### src/rtl/pipe_ctrl_pkg.sv
// Shared constants for the 5-stage pipeline sequencing controller:
// FSM encodings, the NOP the ID/EX latch inserts, and default timing limits.
package pipe_ctrl_pkg;

   localparam logic [2:0] ST_RUN      = 3'd0;
   localparam logic [2:0] ST_MEM_WAIT = 3'd1;
   localparam logic [2:0] ST_DRAIN    = 3'd2;
   localparam logic [2:0] ST_HALTED   = 3'd3;
   localparam logic [2:0] ST_ERROR    = 3'd4;

   localparam logic [15:0] NOP_INSTR = 16'h0800;

   localparam int unsigned MAX_MEM_WAIT_DEF = 15;
   localparam int unsigned DRAIN_CYCLES_DEF = 3;

   typedef struct packed {
      logic pc_en;
      logic if_id_en;
      logic id_ex_en;
      logic ex_mem_en;
      logic id_ex_bubble;
      logic if_id_flush;
   } ctrl_t;

   // All four latch enables set to 'en', with no bubble and no flush.
   function automatic ctrl_t ctrl_all(input logic en);
      ctrl_t c;
      c.pc_en        = en;
      c.if_id_en     = en;
      c.id_ex_en     = en;
      c.ex_mem_en    = en;
      c.id_ex_bubble = 1'b0;
      c.if_id_flush  = 1'b0;
      return c;
   endfunction

endpackage

### src/rtl/load_use_detect.sv
// Combinational load-use hazard check: the load in EX writes a register
// that the instruction in ID actually reads.
module load_use_detect (
   input  logic [2:0] id_rs,
   input  logic [2:0] id_rt,
   input  logic       id_reading_rs,
   input  logic       id_reading_rt,
   input  logic [2:0] ex_dst_reg,
   input  logic       ex_reg_write,
   input  logic       ex_mem_to_reg,
   output logic       lu
);

   assign lu = ex_reg_write & ex_mem_to_reg &
               ((id_reading_rs & (id_rs == ex_dst_reg)) |
                (id_reading_rt & (id_rt == ex_dst_reg)));

endmodule

### src/rtl/pipe_hazard_ctrl.sv
// Pipeline sequencing controller: latch enables, bubbles and flushes for
// load-use stalls, memory freezes, taken branches and HALT draining.
module pipe_hazard_ctrl
   import pipe_ctrl_pkg::*;
#(
   parameter int unsigned MAX_MEM_WAIT = MAX_MEM_WAIT_DEF,
   parameter int unsigned DRAIN_CYCLES = DRAIN_CYCLES_DEF
) (
   input  logic       clk,
   input  logic       rst,
   input  logic [2:0] id_rs,
   input  logic [2:0] id_rt,
   input  logic       id_reading_rs,
   input  logic       id_reading_rt,
   input  logic [2:0] ex_dst_reg,
   input  logic       ex_reg_write,
   input  logic       ex_mem_to_reg,
   input  logic       branch_taken,
   input  logic       mem_busy,
   input  logic       halt_id,
   output logic       pc_en,
   output logic       if_id_en,
   output logic       id_ex_en,
   output logic       ex_mem_en,
   output logic       id_ex_bubble,
   output logic       if_id_flush,
   output logic       halted,
   output logic       mem_timeout_err,
   output logic [2:0] state
);

   localparam int DRAIN_W = (DRAIN_CYCLES < 4) ? 2 : $clog2(DRAIN_CYCLES + 1);
   localparam logic [DRAIN_W-1:0] DRAIN_LAST = DRAIN_W'(DRAIN_CYCLES - 1);
   localparam logic [DRAIN_W-1:0] DRAIN_ONE  = DRAIN_W'(1);
   localparam logic [7:0]         MAX_WAIT   = 8'(MAX_MEM_WAIT);

   logic [2:0]         state_nxt;
   logic [2:0]         ret_state;
   logic [2:0]         ret_nxt;
   logic [7:0]         wait_cnt;
   logic [7:0]         wait_nxt;
   logic [7:0]         wait_inc;
   logic [DRAIN_W-1:0] drain_cnt;
   logic [DRAIN_W-1:0] drain_nxt;
   logic [DRAIN_W-1:0] drain_inc;
   logic               lu;
   ctrl_t              ctrl;
   ctrl_t              ctrl_drain;
   ctrl_t              ctrl_flush;

   load_use_detect u_lu (
      .id_rs         (id_rs),
      .id_rt         (id_rt),
      .id_reading_rs (id_reading_rs),
      .id_reading_rt (id_reading_rt),
      .ex_dst_reg    (ex_dst_reg),
      .ex_reg_write  (ex_reg_write),
      .ex_mem_to_reg (ex_mem_to_reg),
      .lu            (lu)
   );

   assign wait_inc  = (wait_cnt == 8'hFF) ? wait_cnt : wait_cnt + 8'd1;
   assign drain_inc = (drain_cnt == '1) ? drain_cnt : drain_cnt + DRAIN_ONE;

   always_comb begin
      ctrl_drain              = ctrl_all(1'b1);
      ctrl_drain.pc_en        = 1'b0;
      ctrl_drain.if_id_en     = 1'b0;
      ctrl_drain.id_ex_bubble = 1'b1;
      ctrl_flush              = ctrl_all(1'b1);
      ctrl_flush.if_id_flush  = 1'b1;
      ctrl_flush.id_ex_bubble = 1'b1;
   end

   // Mealy decode: freeze beats branch, branch beats load-use, load-use beats halt.
   always_comb begin
      ctrl      = ctrl_all(1'b1);
      state_nxt = state;
      ret_nxt   = ret_state;
      wait_nxt  = wait_cnt;
      drain_nxt = drain_cnt;
      case (state)
         ST_RUN: begin
            if (mem_busy) begin
               ctrl      = ctrl_all(1'b0);
               ret_nxt   = ST_RUN;
               wait_nxt  = 8'd1;
               state_nxt = ST_MEM_WAIT;
            end else if (branch_taken) begin
               ctrl = ctrl_flush;
            end else if (lu) begin
               ctrl.pc_en        = 1'b0;
               ctrl.if_id_en     = 1'b0;
               ctrl.id_ex_bubble = 1'b1;
            end else if (halt_id) begin
               ctrl.pc_en    = 1'b0;
               ctrl.if_id_en = 1'b0;
               drain_nxt     = '0;
               state_nxt     = ST_DRAIN;
            end
         end
         ST_MEM_WAIT: begin
            if (mem_busy) begin
               // wait_inc counts this busy cycle, so MAX_MEM_WAIT busy cycles in total trip the timeout
               ctrl     = ctrl_all(1'b0);
               wait_nxt = wait_inc;
               if (wait_inc >= MAX_WAIT) begin
                  state_nxt = ST_ERROR;
               end
            end else begin
               wait_nxt = 8'd0;
               if (ret_state == ST_DRAIN) begin
                  // The release cycle is itself a drain slot, so the freeze costs no extra cycle
                  ctrl      = ctrl_drain;
                  drain_nxt = drain_inc;
                  state_nxt = (drain_cnt == DRAIN_LAST) ? ST_HALTED : ST_DRAIN;
               end else begin
                  state_nxt = ST_RUN;
               end
            end
         end
         ST_DRAIN: begin
            if (mem_busy) begin
               ctrl      = ctrl_all(1'b0);
               ret_nxt   = ST_DRAIN;
               wait_nxt  = 8'd1;
               state_nxt = ST_MEM_WAIT;
            end else if (branch_taken) begin
               ctrl      = ctrl_flush;
               drain_nxt = '0;
               state_nxt = ST_RUN;
            end else begin
               ctrl      = ctrl_drain;
               drain_nxt = drain_inc;
               state_nxt = (drain_cnt == DRAIN_LAST) ? ST_HALTED : ST_DRAIN;
            end
         end
         ST_HALTED: begin
            ctrl = ctrl_all(1'b0);
         end
         default: begin
            ctrl      = ctrl_all(1'b0);
            state_nxt = ST_ERROR;
         end
      endcase
      if (!rst) begin
         ctrl = ctrl_all(1'b0);
      end
   end

   always_ff @(posedge clk or negedge rst) begin
      if (!rst) begin
         state     <= ST_RUN;
         ret_state <= ST_RUN;
         wait_cnt  <= 8'd0;
         drain_cnt <= '0;
      end else begin
         state     <= state_nxt;
         ret_state <= ret_nxt;
         wait_cnt  <= wait_nxt;
         drain_cnt <= drain_nxt;
      end
   end

   assign pc_en           = ctrl.pc_en;
   assign if_id_en        = ctrl.if_id_en;
   assign id_ex_en        = ctrl.id_ex_en;
   assign ex_mem_en       = ctrl.ex_mem_en;
   assign id_ex_bubble    = ctrl.id_ex_bubble;
   assign if_id_flush     = ctrl.if_id_flush;
   assign halted          = (state == ST_HALTED);
   assign mem_timeout_err = (state == ST_ERROR);

endmodule

### config.mk
export PLATFORM = sky130hd
export DESIGN_NAME = pipe_hazard_ctrl
export DESIGN_NICKNAME = d
export VERILOG_FILES = /design/src/rtl/pipe_ctrl_pkg.sv /design/src/rtl/load_use_detect.sv /design/src/rtl/pipe_hazard_ctrl.sv
export SDC_FILE = /design/constraint.sdc
export NUM_CORES = 1
export LEC_CHECK = 0
export CAP_MARGIN = 25
export CORE_MARGIN = 5
export CORE_UTILIZATION = 44
export CTS_CLUSTER_SIZE = 10
export DETAILED_ROUTE_END_ITERATION = 10
export PLACE_DENSITY_LB_ADDON = 0.15
export SLEW_MARGIN = 5
export SYNTH_ARGS = -nofsm -noshare
export SYNTH_HDL_FRONTEND = slang
export SYNTH_SLANG_ARGS = --single-unit
### constraint.sdc
create_clock -name clk -period 1.5 [get_ports clk]
set_input_delay 0.3 -clock clk [delete_from_list [all_inputs] [get_ports clk]]
set_output_delay 0.3 -clock clk [all_outputs]
set_load 0.01 [all_outputs]
Yosys cells after proc, flatten, opt, wreduce, memory -nomap -nowiden
Cells that the tools add are included.
- $add $sub $neg: 2
- $lt $le $gt $ge: 1
- equality and inequality tests: 24
- mux-type cells: 41
- bitwise operators: 6
- reduce and logical (&&, ||, !) cells: 9
- operators by type and width (kind ; count):
    $mux 6 ; 6
    $mux 2 ; 15
    $mux 3 ; 8
    $mux 8 ; 3
    $ne 2x2->1 const B ; 9
    $pmux 6 s3 ; 1
    $pmux 8 s2 ; 1
    $ne 3x3->1 const B ; 4
    $pmux 3 s4 ; 1
    $eq 3x2->1 const B ; 3
    $add 8x1->8 const B ; 1
    $eq 8x8->1 const B ; 1
    $ge 8x4->1 const B ; 1
    $reduce_and 8->1 ; 1
    $eq 3x3->1 ; 2
    $pmux 2 s3 ; 1
    $pmux 3 s2 ; 1
    $reduce_and 5->1 ; 1
    $and 1x1->1 ; 4
    $eq 2x2->1 const B ; 2
    $mux 1 ; 4
    $reduce_bool 2->1 ; 2
    $eq 3x1->1 const B ; 1
    $eq 3x3->1 const B ; 1
    other kinds (9) ; 9
- flip-flop bits (word level): 16
- bits of input ports: 18
- output and inout bits: 11
- word-level logic and storage cells: 87

Longest topological paths before layout
Gate-level depths: netlist of the first run.
- depth in word-level cells: 9
- mapped depth: 6
- mapped depth without buffers: 5

Hierarchy
From an unflattened synthesis of the first run, not the netlist that was laid out.
- cell total of the unflattened synthesis: 126
- area, all modules: 1064.8 µm²
- by module, submodules not included (module ; instances ; cells an instance ; area an instance (µm²) ; sequential area each (µm²)):
    pipe_hazard_ctrl ; 1 ; 116 ; 991.0 ; 350.3
    load_use_detect ; 1 ; 10 ; 73.8 ; 0.0

Worst setup path before layout of the first run
Ideal clock, no wire load.
- path kind: flip-flop to output port
- from: register state[2]
- to: output port pc_en
- data arrival time: 1.473 ns
- data required time: 1.200 ns
- path slack: -0.273 ns
- stages on the path, launching flop included: 7
- buffers on the path: 2
- cell sequence: dfrtp_1 > buf_2 > nor2_1 > nand2_1 > nor4_1 > o2bb2ai_1 > buf_4
- word-level cells in the longest chain between the ends: 3
- elaborated cells on any way between the ends: 5
- classes of those cells: 2 x eq/ne; 2 x mux; 1 x reduce/logical
- ends and longest elaborated chain (what ; line ; RTL):
    from (decl) ; pipe_hazard_ctrl.sv:29 ; output logic [2:0] state
    from (signal assigned) ; pipe_hazard_ctrl.sv:158 ; state <= state_nxt;
    $eq 3x2->1, or another cell as far along ; pipe_hazard_ctrl.sv:82 ; case (state)
    $pmux 6 s3 * ; pipe_hazard_ctrl.sv:82 ;
    $mux 6 * ; pipe_hazard_ctrl.sv:146 ; if (!rst) begin
    to (decl) ; pipe_hazard_ctrl.sv:21 ; output logic pc_en,
Every way passes the cells marked *; elsewhere a longest branch is shown, timed or not.

Worst setup path in the final report of the first run
- from: register state[0]
- to: output port if_id_en
- word-level cells in the longest chain between the ends: 3
- elaborated cells on any way between the ends: 5
- classes of those cells: 2 x eq/ne; 2 x mux; 1 x reduce/logical
- ends and longest elaborated chain (what ; line ; RTL):
    $eq 3x2->1, or another cell as far along ; pipe_hazard_ctrl.sv:82 ;
    $pmux 6 s3 * ; pipe_hazard_ctrl.sv:82 ;
    $mux 6 * ; pipe_hazard_ctrl.sv:146 ;
    to (decl) ; pipe_hazard_ctrl.sv:22 ; output logic if_id_en,
Marked as above.

==> summary.txt, run 1 <==
Outcome
  – Run status: finished with violations
  – Failing checks: setup timing

Yosys
  – Number of library cell types mapped by synthesis: 53
  – Number of enable flip-flop cells after synthesis: 0
  – Syn Inst Count: 134
  – Async set or reset register ratio after synthesis: 100.0%
  – Most used DFF post-synth: dfrtp_1
  – Most common cell in the netlist: dfrtp_1
  – Top cell type by total area after synthesis: dfrtp_1
  – Sequential fraction of the synthesis area: 30.20%
  – Mean Syn Cell Area: 8.656 µm²
  – Commonest cells post-synth: dfrtp_1, o21ai_0, nand3_1, nor2_1, xnor2_1
  – Mapped Nets: 153
  – Post-synth top area share: 30.20%
  – Mapped Area: ~1200 µm²
  – Synth area leaders: dfrtp_1, xnor2_1, o21ai_0
  – Synthesis Warnings: 0
  – FF+latch count, synth: 14

Critical path
  – FF-to-FF End: drain_cnt[0]
  – R2r worst-path depth: 7
  – CP Max Fanout: 6
  – Required @ worst endpoint: roughly 1.2 ns
  – Crit Reg-Reg Startpoint: state[1]
  – R2R Setup Slk: -0.22 ns
  – Setup CP Type: flip-flop to primary output
  – Startpoint type of the worst setup path: flip-flop
  – CP Capture Type: primary output
  – Worst Path Arrival: 1.48 ns

STA
  – Tcrit/Tclk final: 118.5%
  – FMAX: between 500 and 600 MHz
  – Setup violators final: 20
  – Final hold violations: 0
  – Setup slack after layout: -0.2782 ns
  – Fin. max-slew vios: 0
  – Worst hold slack: 0.1642 ns
  – RSZ-0062 raised after global routing: yes
  – Worst Skew: 0.0008025 ns
  – Slew @ Worst Pin: 0.3476 ns
  – Rel. slew slack: 76.82%
  – Period minus WS final: about 1.8 ns

Global routing
  – First-pass GRT wire length: 5768 µm
  – Grt total ovfl: 0
  – GRT Total Usage: a little over a fifth
  – Vias in the first global route: between 1000 and 1500
  – Antenna violations before repair: 0
  – Largest net degree at the start of global routing: 15

Power and ir drop
  – IR drop worst, VDD: 0.001191 V
  – Pwr/cell area: around 1100 nW/µm²
  – Total Power: 2.193 mW
  – LEAKAGE: between 0.8 and 0.9 nW

Placed design
  – Placer Congestion: 0.8724
  – Placed cells: 213
  – DP Area: 1683 µm²
  – DP HPWL: 2567 µm
  – Port Buffers: 28

Final layout
  – N_diodes: 0
  – Total Nets Final: 221
  – Area delta synth->final: 78.42%
  – Final instance area: between 2000 and 2500 µm²
  – Fin util: between 80% and 90%
  – Layout cells sized above 1: 54.23%
  – Non-filler cells in the finished layout: 231

Route
  – DRC: 0
  – Drt total wl: roughly 4200 µm
  – Number of DRC markers in iteration 0: 96
  – Drt wl/cell: around 18 µm
  – Via count: 1385
  – Initial DRT Pass Iterations: 4
  – Vias per std cell: 5.996
  – Antenna viol nets, final: 0

CTS
  – Root Driver: clkbuf_4
  – H-tree depth: 1
  – TritonCTS clock tree: done
  – Worst skew pair latency: 0.28 ns
  – Clk buf depth: 2
  – Clock sink total: 14
  – Num CTS Buffers: 3
  – CTS clk-pin slew, worst paths: 0.08 ns
  – Hold_buf cts: 0

Floorplan
  – Core ar.: 2500 µm²
  – Die area: 3763 µm²
  – Initial Util: 46.40%
  – Die Y: 61.34 µm
  – Ports: 29
  – Die width: 61.34 µm
  – # rows: 18

Min path
  – Hold Crit Class: input port to asynchronous set/reset pin

Flow run
  – Number of max-cap violations: 0
-- worst max-delay path: stages (launching register included) --
cell and delay [ns]:
dfrtp_2 0.46, buf_4 0.16, nand2b_2 0.07, o21a_1 0.20, o2bb2ai_4 0.17, buf_6 0.12
-- kinds of logic after synthesis --
logic type | Yosys count | share of synthesized area [%]
buffers and inverters | 15 | 5.824
DFF | 14 | 30.21
AOI/OAI and AO/OA | 48 | 30.85
xor gates and xnor gates | 7 | 5.286
adders and majority gates | 1 | 1.079
and+or+nand+nor | 48 | 25.89
muxes | 1 | 0.8630
-- layout by cell type, fill, tap and decap left out, types with 4 or more instances in the layout --
cell type and count:
a22o_1 4, buf_2 8, buf_4 32, buf_6 19, clkdlybuf4s50_1 4, dfrtp_1 13
dlygate4sd2_1 4, inv_1 4, nand3_1 6, o21ai_0 7, xnor2_2 4
-- worst max-delay path by stage --
stage,startpoint,endpoint,slack (ns),cells after the start
after floorplan,state[2],pc_en,-0.07,6
after global placement,ex_dst_reg[0],id_ex_bubble,-0.90,6
after detailed placement,ex_dst_reg[2],id_ex_bubble,-1.00,6
after CTS,state[1],id_ex_bubble,-0.24,4
after global routing,state[1],if_id_en,-0.34,4
final,state[0],if_id_en,-0.28,5
-- sequential cells by signal, indices dropped and copies added (netlist names) --
| signal | flops |
|---|---|
| drain_cnt | 2 |
| ret_state | 1 |
| state | 3 |
| wait_cnt | 8 |
-- metrics by stage --
| stage | setup WS (ns) | setup TNS (ns) |
|---|---|---|
| 2_1_floorplan | -0.06583 | -0.07347 |
| 3_3_place_gp | -0.8979 | -7.928 |
| 3_5_place_dp | -1.001 | -8.699 |
| 4_1_cts | -0.2368 | -1.676 |
| 5_1_grt | -0.3402 | -3.215 |
| 6_report | -0.2782 | -2.358 |
-- layer usage --
metal | track usage (%) | wire (µm)
met3 | 5.660 | 274
met4 | 6.970 | 128
met1 | 25.61 | 1667
met2 | 36.10 | 2157
met5 | 0 | 0
-- final cells by class --
type | instances | area [µm²]
clock buffers | 4 | 36.28
inverters | 6 | 25.02
flip-flops and latches | 14 | 351.6
repair buffers | 72 | 644.4
fillers | 156 | 430.4
well taps | 30 | 37.54
multi-input cells | 105 | 974.7
-- report_power, final --
part           switching (mW)  total, mW  internal, mW
clock                   0.128      0.276         0.148
sequential              0.104      0.555         0.451
combinational           0.653       1.36         0.708
total                   0.886       2.19          1.31
-- what timing repair did --
item / CTS / global route
setup endpoints to repair: 22 / 23
resized for setup: 96 / 61
gates cloned: 0 / 1
pin swaps: 10 / 20
buffers inserted: 6 / 9
Power figures use the tool's default switching activity.
==> run 2: changes to the inputs <==
Settings changed: CTS_CLUSTER_DIAMETER set to 80, REMOVE_ABC_BUFFERS set to 1.
==> summary.txt, run 2 (same netlist as run 1, synthesis figures left out) <==
CTS
  – CTS clk-pin slew, worst paths: 0.08 ns
  – Hold_buf cts: 0
  – Root Driver: clkbuf_4
  – H-tree depth: 1
  – Clock sink total: 14
  – TritonCTS clock tree: done
  – Worst skew pair latency: 0.28 ns
  – Num CTS Buffers: 3
  – Clk buf depth: 2

STA
  – Setup slack after layout: -0.2197 ns
  – Rel. slew slack: 75.97%
  – Worst Skew: ~0.0045 ns
  – Final hold violations: 0
  – Setup violators final: 17
  – FMAX: 581.5 MHz
  – Fin. max-slew vios: 0
  – Tcrit/Tclk final: 114.6%
  – Period minus WS final: 1.720 ns
  – RSZ-0062 raised after global routing: yes
  – Slew @ Worst Pin: 0.3593 ns

Final layout
  – Top reg by flops: wait_cnt
  – Commonest non-fill, non-tap cell in the layout: buf_4
  – N_diodes: 0
  – Final instance area: 1871 µm²
  – Commonest cells after routing, fill and taps aside: buf_4, dfrtp_1, buf_2
  – Filler cells: around 190
  – Largest register FFs: 8
  – Non-filler cells in the finished layout: 229
  – Layout cells sized above 1: between 40% and 50%
  – Total Nets Final: 220
  – Registers with the most flip-flops: wait_cnt x8, state x3, drain_cnt x2
  – Area delta synth->final: 61.27%

Min path
  – Hold Crit Class: input port to asynchronous set/reset pin

Route
  – Initial DRT Pass Iterations: 4
  – Antenna viol nets, final: 0
  – Drt wl/cell: 16.41 µm
  – Vias per std cell: 5.869
  – Number of DRC markers in iteration 0: 105
  – DRC: 0
  – Via count: around 1300
  – Drt total wl: around 3800 µm

Critical path
  – Worst Path Arrival: 1.42 ns
  – Critical path's largest stage delay: 0.43 ns
  – CP Capture Type: primary output
  – Required @ worst endpoint: approximately 1.2 ns
  – Setup crit start: state[1]
  – Startpoint type of the worst setup path: flip-flop
  – FF-to-FF End: wait_cnt[3]
  – CP Cell Sequence: and3b_2 -> nor3_2 -> a211oi_2 -> buf_2
  – Crit Reg-Reg Startpoint: state[0]
  – Setup CP Type: flip-flop to primary output
  – Slowest cell on crit path: dfrtp_1
  – R2r worst-path depth: 6
  – CP Max Fanout: 4
  – R2R Setup Slk: -0.16 ns
  – End of the critical path: id_ex_bubble

Global routing
  – Grt total ovfl: 0
  – Largest net degree at the start of global routing: 15
  – GRT Total Usage: a little over a fifth
  – Vias in the first global route: 1396
  – Antenna violations before repair: 0
  – First-pass GRT wire length: 6016 µm

Power and ir drop
  – IR drop worst, VDD: 0.0009101 V
  – LEAKAGE: 0.8372 nW
  – Pwr/cell area: between 1000 and 1500 nW/µm²

Placed design
  – Placed cells: 213
  – DP HPWL: 2645 µm
  – Port Buffers: 28
  – DP Area: 1658 µm²
  – Placer Congestion: between 0.8 and 0.9

Floorplan
  – Die width: 61.34 µm
  – Die Y: 61.34 µm
  – # rows: 18
  – Core ar.: 2500 µm²
  – Die area: 3763 µm²
  – Ports: 29
  – Initial Util: between 40% and 50%

Outcome
  – Failing checks: setup timing
  – Run status: finished with violations

Flow run
  – Number of max-cap violations: 0
[run 2: changes by cell type in the layout (fill, tap and decap cells not counted), sizes merged]
cell / previous run / this run
buf: 62 / 55
clkdlybuf4s15: 0 / 3
clkdlybuf4s50: 4 / 3
dlygate4sd2: 4 / 6
dlymetal6s2s: 0 / 1
[run 2: worst max-delay path, delay by kind of cell (launching register included)]
| kind | cells | cell delay [ns] |
|---|---|---|
| DFF | 1 | 0.43 |
| buffers and inverters | 1 | 0.16 |
| and+or+nand+nor | 2 | 0.34 |
| AOI/OAI and AO/OA | 1 | 0.21 |
[run 2: worst min-delay path by stage]
| stage | startpoint | to | slack, ns | cells past startpoint |
|---|---|---|---|---|
| finish | rst | wait_cnt[1] | 0.17 | 2 |
| global route | rst | wait_cnt[1] | 0.20 | 2 |
| CTS | rst | wait_cnt[1] | 0.19 | 2 |
| detailed placement | drain_cnt[1] | drain_cnt[1] | 0.57 | 2 |
| global placement | drain_cnt[1] | drain_cnt[1] | 0.54 | 2 |
| floorplan | rst | drain_cnt[0] | 0.004 | 0 |
[run 2: final cells by class]
type / instances / area (µm²) / share of cell area [%]
tap: 30 / 37.54 / 2.007
timing repair buffer: 71 / 539.3 / 28.83
inverter: 6 / 22.52 / 1.204
multi-input combinational: 105 / 897.1 / 47.96
clock buffer: 3 / 22.52 / 1.204
sequential: 14 / 351.6 / 18.80
[run 2: through the flow]
step	hold WS (ns)	setup TNS, ns	total power, mW	setup slack, ns	utilization (%)
after floorplan	0.004409	-0.8814	0.9506	-0.1918	-
after global placement	0.5448	-8.054	1.416	-0.8832	66.32
after detailed placement	0.5662	-8.473	1.440	-0.9550	66.32
after CTS	0.1890	-1.365	1.728	-0.2142	69.37
after global routing	0.1951	-3.079	2.023	-0.2793	74.82
final	0.1729	-1.882	1.902	-0.2197	74.82
[run 2: repair_timing]
item                       4_1_cts  5_1_grt
buffers inserted                 6        7
setup endpoints to repair       23       20
hold endpoints to repair         0        0
pin swaps                       17       15
gates resized for setup         86       30
[run 2: power breakdown]
part           switching, mW  internal (mW)
logic                  0.541          0.596
registers              0.101          0.451
clock network          0.119         0.0931
[run 2: per-layer routing]
layer | wire length (µm) | global-route usage (%) | part of all wire [%] | vias to the layer above
met2 | 2116 | 40.48 | 56 | 36
met5 | 0 | 0 | 0 | -
met1 | 1431 | 22.73 | 38 | 653
met3 | 131 | 2.935 | 3.5 | 10
met4 | 78 | 9.091 | 2.1 | 0
li1 | - | - | - | 645
==> variant, RTL diff (flow settings as in run 2) <==
The package constant `DRAIN_CYCLES_DEF` goes from 3 to 2.
--- a/src/rtl/pipe_ctrl_pkg.sv
+++ b/src/rtl/pipe_ctrl_pkg.sv
@@ -13,3 +13,3 @@
    localparam int unsigned MAX_MEM_WAIT_DEF = 15;
-   localparam int unsigned DRAIN_CYCLES_DEF = 3;
+   localparam int unsigned DRAIN_CYCLES_DEF = 2;
 
Function: changed (a bounded check fails within 4 cycles, from zero or initial values and one cycle with rst low).
==> variant against run 2 <==
- the run still ends with negative setup slack left
- sequential cell count stayed put
- clock power is 4% lower
- clock skew up 0.0051 ns
- area after synthesis is 0.97% lower
- worst setup slack worse by 0.11 ns
- via count grew 14%
- final area up 15%
- wire length increased by 28%
- power increased by 7.0%
- synthesized cell count rose by 3.0%
- maximum frequency down 5.8%
- largest power group unchanged
- core utilization rose by 12 points
- largest cell class unchanged
- highest routed layer unchanged
- critical endpoint is now drain_cnt[1]$_DFFE_PN0P_
==> variant: results (changes against run 2) <==
metric	value	unit	change
placed_cells	232		was 213
powerSeq	0.509	mW	was 0.552 mW
routed_wl	4820	microns	was 3760 microns
critPathMaxFanout	4		unchanged
place_area	1740	sq um	was 1660 sq um
switchingPower	0.803	mW	was 0.762 mW
timing.rr.start	state[1]$_DFFE_PN0P_		was state[0]$_DFFE_PN0P_
cts_setup_buffers	15		was 6
multi_input_area_share	43.6	%	was 48.0%
fillers	124		was 189
pre_cts_slack	-1.02	ns	was -0.955 ns
fin_ws	-0.326	ns	was -0.220 ns
status	complete, but fails checks		unchanged
fin_setup_tns	-2.46	ns	was -1.88 ns
violations	negative setup slack		unchanged
synth_common_cells	14 x dfrtp_1, 11 x a21oi_1, 10 x nand2_1, 10 x nor2_1		was 14 x dfrtp_1, 11 x o21ai_0, 8 x nand3_1, 8 x nor2_1, 7 x xnor2_1
drt-initial-drc-count	113		was 105
signal_buffers	94		was 71
area_share_nonclk_buffers	36.1	%	was 28.8%
synth.distinct_cells	48		was 53
grt_pass1_vias	1434		was 1396
diodes	0		unchanged
irDropWorstVdd	0.000792	V	was 0.000910 V
pwr-share-comb	65.0	%	was 59.8%
endpoint	drain_cnt[1]$_DFFE_PN0P_		was id_ex_bubble
fin_skew	0.00966	ns	was 0.00452 ns
synth_area_leaders	dfrtp_1 31%, xnor2_1 6.1%, a21oi_1 4.8%, nand4_1 4.4%, nand2_1 3.3%		was dfrtp_1 30%, xnor2_1 5.3%, o21ai_0 4.7%, nand3_1 3.5%, a22o_1 3.0%
cellPowerDensity	944	nW/um^2	was 1020 nW/um^2
num-multi-input-gates	111		was 105
grt_use_total	23.9	%	was 21.1%
port_buffers	28		unchanged
setup_violations	20		was 17
clkCellAreaFrac	1.04	%	was 1.20%
die_w	61.1	microns	was 61.3 microns
multi_input_area	941	sq um	was 897 sq um
hold_ws	0.517	ns	was 0.173 ns
dp_hpwl	2810	microns	was 2640 microns
top_regs	wait_cnt (8), state (3), drain_cnt (2)		unchanged
layout.cells.non_filler	258		was 229
cp_slowest_cell	dfrtp_1		unchanged
p_leak	0.974	nW	was 0.837 nW
cts.clk_slew.worst_paths	0.08	ns	about the same
ys_seq_area_share	30.5	%	was 30.2%
vias_per_cell	5.91		was 5.87
gp_congestion	0.903		was 0.867
netlist_instances	138		was 134
crit_family	compound AO/OA/AOI/OAI gates		was flip-flops
drive_above_1_share	56.6	%	was 49.7%
sh_seq_area	16.2	%	was 18.8%
slowest_delay	0.42	ns	
worst_pin_slew	0.284	ns	was 0.359 ns
cts_resized	107		was 86
critPathArrivalTime	1.99	ns	was 1.42 ns
grt_pass1_wl	6610	microns	was 6020 microns
nets	249		was 220
variant: cell count changes in the layout (fill, tap and decap cells not counted), moves of 4 or more:
cell | run 2 | this run
buf_4 | 39 | 51
o21ai_0 | 7 | 3
nand2_1 | 3 | 8
buf_6 | 4 | 18
a21oi_2 | 1 | 6
nand4_1 | 1 | 8
variant: layer usage:
| layer | vias to the layer above | global-route usage (%) | routed length [microns] |
|---|---|---|---|
| met1 | 747 | 31.9 | 2010 |
| met4 | 0 | 1.86 | 102 |
| met3 | 12 | 4.82 | 276 |
| met2 | 62 | 41.5 | 2430 |
| met5 | - | 0 | 0 |
| li1 | 705 | - | - |
variant: cell families (layout without fill, tap and decap cells):
logic type	count (synthesis)	count (layout)	share of synthesized area (%)
DFF	14	14	30.5
xor gates and xnor gates	8	8	6.10
and+or+nand+nor	55	55	26.9
adders and majority gates	1	1	1.09
muxes	2	2	1.85
buffers and inverters	13	103	6.10
AOI/OAI and AO/OA	45	45	27.5
